### src/rtl/vtg_pattern.sv
// Video timing generator with built-in YUV 4:2:2 test patterns.
// Produces pvsync / pvde / pdata for a downstream pixel pipeline. Frame
// geometry and pattern select are captured when VSYNC is entered and held
// for the whole frame. All outputs come straight from flops.
module vtg_pattern #(
  parameter int VSYNC_W = 4
) (
  input  logic        pclk,
  input  logic        rstn,
  input  logic        enable,
  input  logic [10:0] frm_width,
  input  logic [10:0] frm_height,
  input  logic [7:0]  hblank,
  input  logic [5:0]  vblank,
  input  logic [1:0]  pat_sel,
  output logic        pvde,
  output logic [15:0] pdata,
  output logic        pvsync
);

  typedef enum logic [2:0] {
    S_IDLE   = 3'd0,
    S_VSYNC  = 3'd1,
    S_VBLANK = 3'd2,
    S_ACTIVE = 3'd3,
    S_HBLANK = 3'd4
  } state_t;

  localparam logic [11:0] LP_VSW_M1 = 12'(VSYNC_W - 1);

  // Pixel value for the selected pattern at position (x, y).
  // Chroma alternates U (even x) / V (odd x).
  function automatic logic [15:0] f_pixel(
    input logic [1:0]  pat,
    input logic [10:0] x,
    input logic [10:0] y,
    input logic        fodd
  );
    logic [7:0] y_byte;
    logic [7:0] c_byte;
    begin
      case (pat)
        2'd0: begin
          y_byte = 8'h80;
          c_byte = 8'h80;
        end
        2'd1: begin
          y_byte = x[7:0];
          c_byte = x[0] ? 8'hA0 : 8'h60;
        end
        2'd2: begin
          y_byte = y[7:0];
          c_byte = 8'h80;
        end
        2'd3: begin
          y_byte = (x[3] ^ y[3] ^ fodd) ? 8'hEB : 8'h10;
          c_byte = 8'h80;
        end
        default: begin
          y_byte = 8'h00;
          c_byte = 8'h00;
        end
      endcase
      f_pixel = {y_byte, c_byte};
    end
  endfunction

  state_t      r_state;
  state_t      w_state_nxt;
  logic [11:0] r_cnt;
  logic [11:0] w_cnt_nxt;
  logic [10:0] r_x;
  logic [10:0] w_x_nxt;
  logic [10:0] r_y;
  logic [10:0] w_y_nxt;
  logic [5:0]  r_vline;
  logic [5:0]  w_vline_nxt;
  logic        r_fodd;

  // Per-frame copies of the geometry / pattern inputs
  logic [10:0] r_frm_w;
  logic [10:0] r_frm_h;
  logic [7:0]  r_hb;
  logic [5:0]  r_vb;
  logic [1:0]  r_pat;

  logic        r_pvde;
  logic [15:0] r_pdata;
  logic        r_pvsync;

  logic [11:0] w_line_m1;
  logic        w_enter_vs;

  // Blanking line period minus one: (w+1)+(hb+1)-1
  assign w_line_m1  = {1'b0, r_frm_w} + {4'b0000, r_hb} + 12'd1;
  assign w_enter_vs = (w_state_nxt == S_VSYNC) && (r_state != S_VSYNC);

  // Next-state and counter update logic for the frame sequencer
  always_comb begin
    w_state_nxt = r_state;
    w_cnt_nxt   = r_cnt;
    w_x_nxt     = r_x;
    w_y_nxt     = r_y;
    w_vline_nxt = r_vline;
    case (r_state)
      S_IDLE: begin
        if (enable) begin
          w_state_nxt = S_VSYNC;
          w_cnt_nxt   = 12'd0;
        end else begin
          w_state_nxt = S_IDLE;
        end
      end
      S_VSYNC: begin
        if (r_cnt == LP_VSW_M1) begin
          w_state_nxt = S_VBLANK;
          w_cnt_nxt   = 12'd0;
          w_vline_nxt = 6'd0;
        end else begin
          w_cnt_nxt = r_cnt + 12'd1;
        end
      end
      S_VBLANK: begin
        if (r_cnt == w_line_m1) begin
          w_cnt_nxt = 12'd0;
          if (r_vline == r_vb) begin
            w_state_nxt = S_ACTIVE;
            w_x_nxt     = 11'd0;
            w_y_nxt     = 11'd0;
          end else begin
            w_vline_nxt = r_vline + 6'd1;
          end
        end else begin
          w_cnt_nxt = r_cnt + 12'd1;
        end
      end
      S_ACTIVE: begin
        if (r_x == r_frm_w) begin
          w_state_nxt = S_HBLANK;
          w_cnt_nxt   = 12'd0;
        end else begin
          w_x_nxt = r_x + 11'd1;
        end
      end
      S_HBLANK: begin
        if (r_cnt == {4'b0000, r_hb}) begin
          w_cnt_nxt = 12'd0;
          if (r_y == r_frm_h) begin
            // Frame done: enable only matters here, never mid-frame
            if (enable) begin
              w_state_nxt = S_VSYNC;
            end else begin
              w_state_nxt = S_IDLE;
            end
          end else begin
            w_state_nxt = S_ACTIVE;
            w_x_nxt     = 11'd0;
            w_y_nxt     = r_y + 11'd1;
          end
        end else begin
          w_cnt_nxt = r_cnt + 12'd1;
        end
      end
      default: begin
        w_state_nxt = S_IDLE;
        w_cnt_nxt   = 12'd0;
        w_x_nxt     = 11'd0;
        w_y_nxt     = 11'd0;
        w_vline_nxt = 6'd0;
      end
    endcase
  end

  // Sequencer state and position counters
  always_ff @(posedge pclk or negedge rstn) begin
    if (!rstn) begin
      r_state <= S_IDLE;
      r_cnt   <= 12'd0;
      r_x     <= 11'd0;
      r_y     <= 11'd0;
      r_vline <= 6'd0;
    end else begin
      r_state <= w_state_nxt;
      r_cnt   <= w_cnt_nxt;
      r_x     <= w_x_nxt;
      r_y     <= w_y_nxt;
      r_vline <= w_vline_nxt;
    end
  end

  // Capture frame parameters and flip frame parity on every VSYNC entry
  always_ff @(posedge pclk or negedge rstn) begin
    if (!rstn) begin
      r_frm_w <= 11'd0;
      r_frm_h <= 11'd0;
      r_hb    <= 8'd0;
      r_vb    <= 6'd0;
      r_pat   <= 2'd0;
      r_fodd  <= 1'b0;
    end else if (w_enter_vs) begin
      r_frm_w <= frm_width;
      r_frm_h <= frm_height;
      r_hb    <= hblank;
      r_vb    <= vblank;
      r_pat   <= pat_sel;
      r_fodd  <= ~r_fodd;
    end else begin
      r_fodd  <= r_fodd;
    end
  end

  // Output flops, decoded from the next state so they align with the state
  always_ff @(posedge pclk or negedge rstn) begin
    if (!rstn) begin
      r_pvsync <= 1'b0;
      r_pvde   <= 1'b0;
      r_pdata  <= 16'h0000;
    end else begin
      r_pvsync <= (w_state_nxt == S_VSYNC);
      r_pvde   <= (w_state_nxt == S_ACTIVE);
      if (w_state_nxt == S_ACTIVE) begin
        r_pdata <= f_pixel(r_pat, w_x_nxt, w_y_nxt, r_fodd);
      end else begin
        r_pdata <= 16'h0000;
      end
    end
  end

  assign pvsync = r_pvsync;
  assign pvde   = r_pvde;
  assign pdata  = r_pdata;

endmodule

### config.mk
export PLATFORM = sky130hd
export DESIGN_NAME = vtg_pattern
export DESIGN_NICKNAME = d
export VERILOG_FILES = /design/src/rtl/vtg_pattern.sv
export SDC_FILE = /design/constraint.sdc
export NUM_CORES = 1
export LEC_CHECK = 0
export ABC_AREA = 1
export ABC_CLOCK_PERIOD_IN_PS = 2800
export CAP_MARGIN = 20
export CORE_MARGIN = 4
export CORE_UTILIZATION = 45
export CTS_BUF_LIST = sky130_fd_sc_hd__clkbuf_8 sky130_fd_sc_hd__clkbuf_16
export DETAILED_ROUTE_END_ITERATION = 10
export GPL_ROUTABILITY_DRIVEN = 0
export PLACE_DENSITY = 0.8
export SETUP_SLACK_MARGIN = 0.3
export SYNTH_ARGS = -nofsm -noshare
export SYNTH_HDL_FRONTEND = slang
export SYNTH_SLANG_ARGS = --single-unit
### constraint.sdc
create_clock -name pclk -period 2.8 [get_ports pclk]
set_clock_uncertainty 0.15 [all_clocks]
set_input_delay 0.56 -clock pclk [delete_from_list [all_inputs] [get_ports pclk]]
set_output_delay 0.56 -clock pclk [all_outputs]
set_load 0.05 [all_outputs]
==> After elaboration in Yosys (flattened, before gate mapping) <==
Index checks and enable logic that the tools add are counted.
{ "word_totals": {"reg_bits": 100, "wordCells": 98, "input_bits": 41, "output_inout_bits": 18} }
{ "classes": {"muxes": 34, "add_sub_neg": 6, "reduce_logical": 11, "n_eq_ne": 25, "n_bitwise": 6} }
{ "op_table": {"columns": ["cell", "n"], "rows": [
  ["11-bit two-way mux", 9],
  ["12-bit two-way mux", 5],
  ["12-bit one-hot mux with 5 select lines", 1],
  ["11-bit one-hot mux with 4 select lines", 1],
  ["11-bit one-hot mux with 3 select lines", 1],
  ["8-bit one-hot mux with 4 select lines", 1],
  ["12-bit by 1-bit adder with 12-bit output, second input constant", 2],
  ["11-bit by 1-bit adder with 11-bit output, second input constant", 2],
  ["11-bit == test", 2],
  ["3-bit two-way mux", 6],
  ["6-bit two-way mux", 3],
  ["2-bit inequality test, second input constant", 9],
  ["6-bit one-hot mux with 3 select lines", 1],
  ["16-bit two-way mux", 1],
  ["8-bit two-way mux", 2],
  ["8-bit one-hot mux with 2 select lines", 1],
  ["3-bit one-hot mux with 5 select lines", 1],
  ["11-bit by 8-bit adder with 12-bit output", 1],
  ["12-bit == test", 1],
  ["12-bit by 2-bit == test with 1-bit output, second input constant", 1],
  ["12-bit by 8-bit == test with 1-bit output", 1],
  ["3-bit by 2-bit == test with 1-bit output, second input constant", 3],
  ["3-bit OR reduction", 3],
  ["6-bit by 1-bit adder with 6-bit output, second input constant", 1],
  ["17 further kinds", 23]
]} }

==> Logic depth before layout (Yosys ltp) <==
{ "depth": {"depth_word": 10, "ltp_mapped": 25, "ltp_nobuf": 25} }

==> Least setup slack after synthesis <==
Ideal clock, no wire load.
{ "synth_timing": {"path_type": "reg2reg", "start": "reg r_frm_w[0]", "end": "reg r_frm_w[10]", "period_less_slack_ns": 2.799, "setup_time_ns": 0.117, "path_slack_ns": 0.001, "arrival_ns": 2.532, "required_time_ns": 2.533, "path_stages_with_launch": 23, "path_buffers": 2, "cell_sequence": "dfrtp_1 inv_1 ha_1 inv_1 fa_1 xnor2_1 nand2_1 nor2_1 nand2_1 nor2_1 nand2_1 nor2_2 nand2_1 o21ai_1 nand2_1 nand2_2 inv_2 nor2_4 nand2_2 buf_6 buf_6 nand2_1 nand2_1"} }
{ "synth_via": {"elab_chain_cells": 7, "elab_cells_between_ends": 9, "cone_classes": "add/sub: 2; eq/ne: 3; mux: 3; reduce/logical: 1"} }
{ "synth_rtl": {"columns": ["item", "line", "rtl"], "rows": [
  ["from (decl)", "81", "logic [10:0] r_frm_w;"],
  ["from (signal assigned)", "201", "r_frm_w <= frm_width;"],
  ["11-bit by 8-bit adder with 12-bit output", "95", "assign w_line_m1 = {1'b0, r_frm_w} + {4'b0000, r_hb} + 12'd1;"],
  ["12-bit by 1-bit adder with 12-bit output", "95", null],
  ["12-bit == test", "124", "if (r_cnt == w_line_m1) begin"],
  ["3-bit two-way mux", "124", null],
  ["3-bit one-hot mux with 5 select lines *", "105", "case (r_state)"],
  ["via w_state_nxt[0]", "69", "state_t w_state_nxt;"],
  ["3-bit by 1-bit == test with 1-bit output *", "96", "assign w_enter_vs = (w_state_nxt == S_VSYNC) && (r_state != S_VSYNC);"],
  ["1-bit logical AND *", "96", null]
]} }
Mark *: on every way through the listed nets, which the timed path passes. The rest lies on a longest branch.
A chain may end at the register's enable or synchronous reset.

==> Final worst setup path <==
{ "layout_timing": {"start": "reg r_hb[0]", "end": "reg r_pdata[14] (netlist: pdata[14])"} }
{ "layout_via": {"elab_chain_cells": 10, "elab_cells_between_ends": 19, "cone_classes": "add/sub: 2; eq/ne: 3; mux: 12; bitwise: 2"} }
{ "layout_rtl": {"columns": ["item", "line", "rtl"], "rows": [
  ["from (decl)", "83", "logic [7:0] r_hb;"],
  ["from (signal assigned)", "203", "r_hb <= hblank;"],
  ["11-bit by 8-bit adder with 12-bit output", "95", null],
  ["12-bit by 1-bit adder with 12-bit output", "95", null],
  ["12-bit == test", "124", null],
  ["11-bit two-way mux", "124", null],
  ["11-bit one-hot mux with 3 select lines *", "105", null],
  ["via w_y_nxt[3]", "75", "logic [10:0] w_y_nxt;"],
  ["1-bit bitwise XOR * (2 in series)", "56", "y_byte = (x[3] ^ y[3] ^ fodd) ? 8'hEB : 8'h10;"],
  ["8-bit two-way mux *", "56", null],
  ["8-bit one-hot mux with 4 select lines *", "42", "case (pat)"],
  ["16-bit two-way mux *", "221", "if (w_state_nxt == S_ACTIVE) begin"],
  ["to (signal assigned)", "222", "r_pdata <= f_pixel(r_pat, w_x_nxt, w_y_nxt, r_fodd);"],
  ["to (decl)", "88", "logic [15:0] r_pdata;"]
]} }
Mark *: on every way through the listed nets, which the timed path passes. The rest lies on a longest branch. The select of a mux whose other input is x is not followed.

==> metrics.yaml <==
cp-end-kind: "register"
fillers: 1105
setup.worst_path.class: "register to register"
cts_sinks: 95
insertion_delay_ps: 350
route.vias.total: 5696
power_density_mw_per_mm2: 358.4
pin_count: 59
clk_pin_slew_ps: 70
drc_errors: 0
synth-seq-cells: 95
min_path_type: "input port to async pin"
wirelength_met1_mm: 6.807
worst_pin_slew_ps: 1050
wl_met3_um: 978
min_period_ps: 3089
path_cells: "inv_2 -> ha_4 -> inv_2 -> fa_2 -> xnor2_1 -> nand2_1 -> nor2_1 -> nand2_1 -> nor2_1 -> nand2_1 -> nor2_2 -> nand2_2 -> buf_6 -> nand2_1 -> nand3_2 -> nand2_4 -> inv_4 -> nand2_2 -> nand3_2 -> nand3_4 -> a21oi_1"
wl_met2_mm: 7.593
worstRegToRegCells: 21
final_antenna_net_count: 0
path_max_fanout: 6
max_stage_delay_ps: 530
regArea_mm2: 0.002377
layout_commonest_cell: "nand2_1"
finalMaxSlewViolations: 0
track_usage_pct: 21.54
dieArea_mm2: 0.01502
post-route-period-util_pct: 110.3
hpwl_mm: 11.35
tns_ps: -14710
grt_pass1_vias: 5422
cts_root_buffer: "clkbuf_16"
status: "finished, violations left"
htreeDepth: 3
firstDrtPassIters: 5
hold_ws_ps: -11.10
hold_viol: 11
syn_inst: 818
syn-mean-instance-area_um2: 7.221
fp.dieH_um: 122.6
drv_cap: 0
relSlewSlack_pct: 29.47
final_util_pct: 60.51
gr-total-overflow: 0
yosys_warnings: 0
path_common_cell: "nand2_1"
synth_seq_area_share_pct: 40.25
violations: "negative hold slack, negative setup slack"
nNetsFinal: 982
n_antenna_cell: 0
fmax_ghz: 0.3238
routed.top_layer: "met4"
port_buffers: 53
vdd_drop_max_v: 0.0002339
crit_slowest_cell: "fa_2"
rsz0062_at_grt: "yes"
start_util_pct: 46.43
numCtsBuffers: 9
grt_max_degree: 65
crit_path_start_kind: "register"
timing.rr.end: "pdata[14]"
worst-r2r-setup-slack_ps: -290
cts_buffer_depth: 2
area_delta_synth_final_pct: 30.33
cts_tree: "built"
syn-cell-area_mm2: 0.005907
wl_per_cell_um: 14.32
wl_mm: 15.83
r2r-start: "r_hb[0]"
crit_arrival_ps: 3180
worst-endpoint-required_ps: 2890
post_synth_num_cell_types: 35
setup_viol: 82
drt_iter0_markers: 459
final_cell_mix: "203 x nand2_1, 101 x inv_1, 95 x dfrtp_1"
fp.dieW_um: 122.6
rows: 41
multiInputGateArea_mm2: 0.003233
antenna_found_initial: 0
grt_pass1_wl_mm: 25.68
leakagePower_nw: 3.942
fin_ws_ps: -288.6
viasPerCell: 5.155
core_mm2: 0.01272
drive_above_1_share_pct: 18.44
-- final cells by class --
class	count	share of cell area [%]
tap	172	2.795
clock buffer	12	3.462
clock inverter	4	0.5688
inverter	117	5.900
multi-input combinational	584	42.00
timing repair buffer	121	14.40
sequential	95	30.88
-- state kept, by name, indices dropped and copies added (netlist names) --
| signal | flops |
|---|---|
| r_cnt | 12 |
| pdata | 11 |
| r_frm_h | 11 |
| r_frm_w | 11 |
| r_x | 11 |
| r_y | 11 |
| r_hb | 8 |
| r_vb | 6 |
| r_vline | 6 |
| r_state | 3 |
| r_pat | 2 |
| pvde | 1 |
| pvsync | 1 |
| r_fodd | 1 |
-- cells by family (layout without fill, tap and decap cells) --
group / after synthesis / count (layout) / share of synthesized area (%)
flip-flops: 95 / 95 / 40.25
XOR/XNOR: 55 / 55 / 8.155
AO/OA/AOI/OAI: 89 / 89 / 7.922
AND/OR/NAND/NOR: 422 / 422 / 30.65
buffers and inverters: 143 / 254 / 10.08
other: 1 / 5 / 0.06348
adder cells (fa/ha/maj): 13 / 13 / 2.881
-- cells in the mapped netlist, drive strengths merged --
| library cell | count | area share [%] |
|---|---|---|
| nor3 | 19 | 1.9 |
| a21boi | 2 | 0.25 |
| nand2 | 224 | 14 |
| o21ai | 38 | 3.2 |
| nor3b | 2 | 0.25 |
| and2 | 2 | 0.21 |
| ha | 12 | 2.5 |
| dfrtp | 95 | 40 |
| nor4 | 1 | 0.11 |
| nor2 | 82 | 5.6 |
| xor2 | 33 | 4.9 |
| buf | 18 | 2.1 |
| o211ai | 1 | 0.13 |
| a41oi | 1 | 0.15 |
| fa | 1 | 0.34 |
| o22ai | 9 | 0.95 |
| conb | 1 | 0.063 |
| a21oi | 38 | 3.2 |
| inv | 117 | 7.4 |
| nand3 | 83 | 7.1 |
| nand3b | 1 | 0.13 |
| nand4 | 8 | 0.85 |
| xnor2 | 22 | 3.3 |
| clkbuf | 8 | 0.57 |
-- worst max-delay path: cells and delay by family (launching register included) --
kind / cells / cell delay [ps]
AOI/OAI and AO/OA: 1 / 80
xor gates and xnor gates: 1 / 110
DFF: 1 / 400
buffers and inverters: 4 / 320
adders and majority gates: 2 / 660
and+or+nand+nor: 13 / 1250
-- worst max path at each step --
| stage | startpoint | endpoint |
|---|---|---|
| floorplan | r_frm_w[0] | r_frm_w[10] |
| global placement | r_frm_w[0] | pdata[13] |
| detailed placement | r_hb[0] | pdata[13] |
| CTS | r_frm_w[0] | r_vline[4] |
| global route | r_hb[0] | pdata[14] |
| finish | r_hb[0] | pdata[14] |
-- timing repair --
action	in CTS	in global routing
setup endpoints to repair	92	93
gates resized for setup	64	45
buffers inserted	8	8
hold endpoints to repair	0	0
hold buffers	0	0
pin swaps	12	17
-- per-stage QoR --
step	power, mW	std cells	area (um2)	setup WS, ps	hold WS [ps]
floorplan	1.419	822	5949	23.58	114.4
global placement	1.501	1073	6949	-290.0	327.7
detailed placement	1.502	1073	6949	-386.8	337.6
CTS	2.771	1097	7502	-207.3	3.895
global route	2.845	1105	7699	-478.6	23.68
finish	2.759	1105	7699	-288.6	-11.10
-- power breakdown --
part           internal, mW  leakage [nW]  switching (mW)  total [mW]
clock network         0.759         0.160           0.525        1.28
logic                0.0516          2.53          0.0517       0.103
registers              1.37          1.25               0        1.37
-- layer usage --
metal / global-route usage, % / up-vias
li1: - / 2802
met1: 28.93 / 2636
met2: 34.80 / 218
met3: 3.825 / 40
met4: 8.258 / 0
met5: 0 / -
Power figures use the tool's default switching activity.
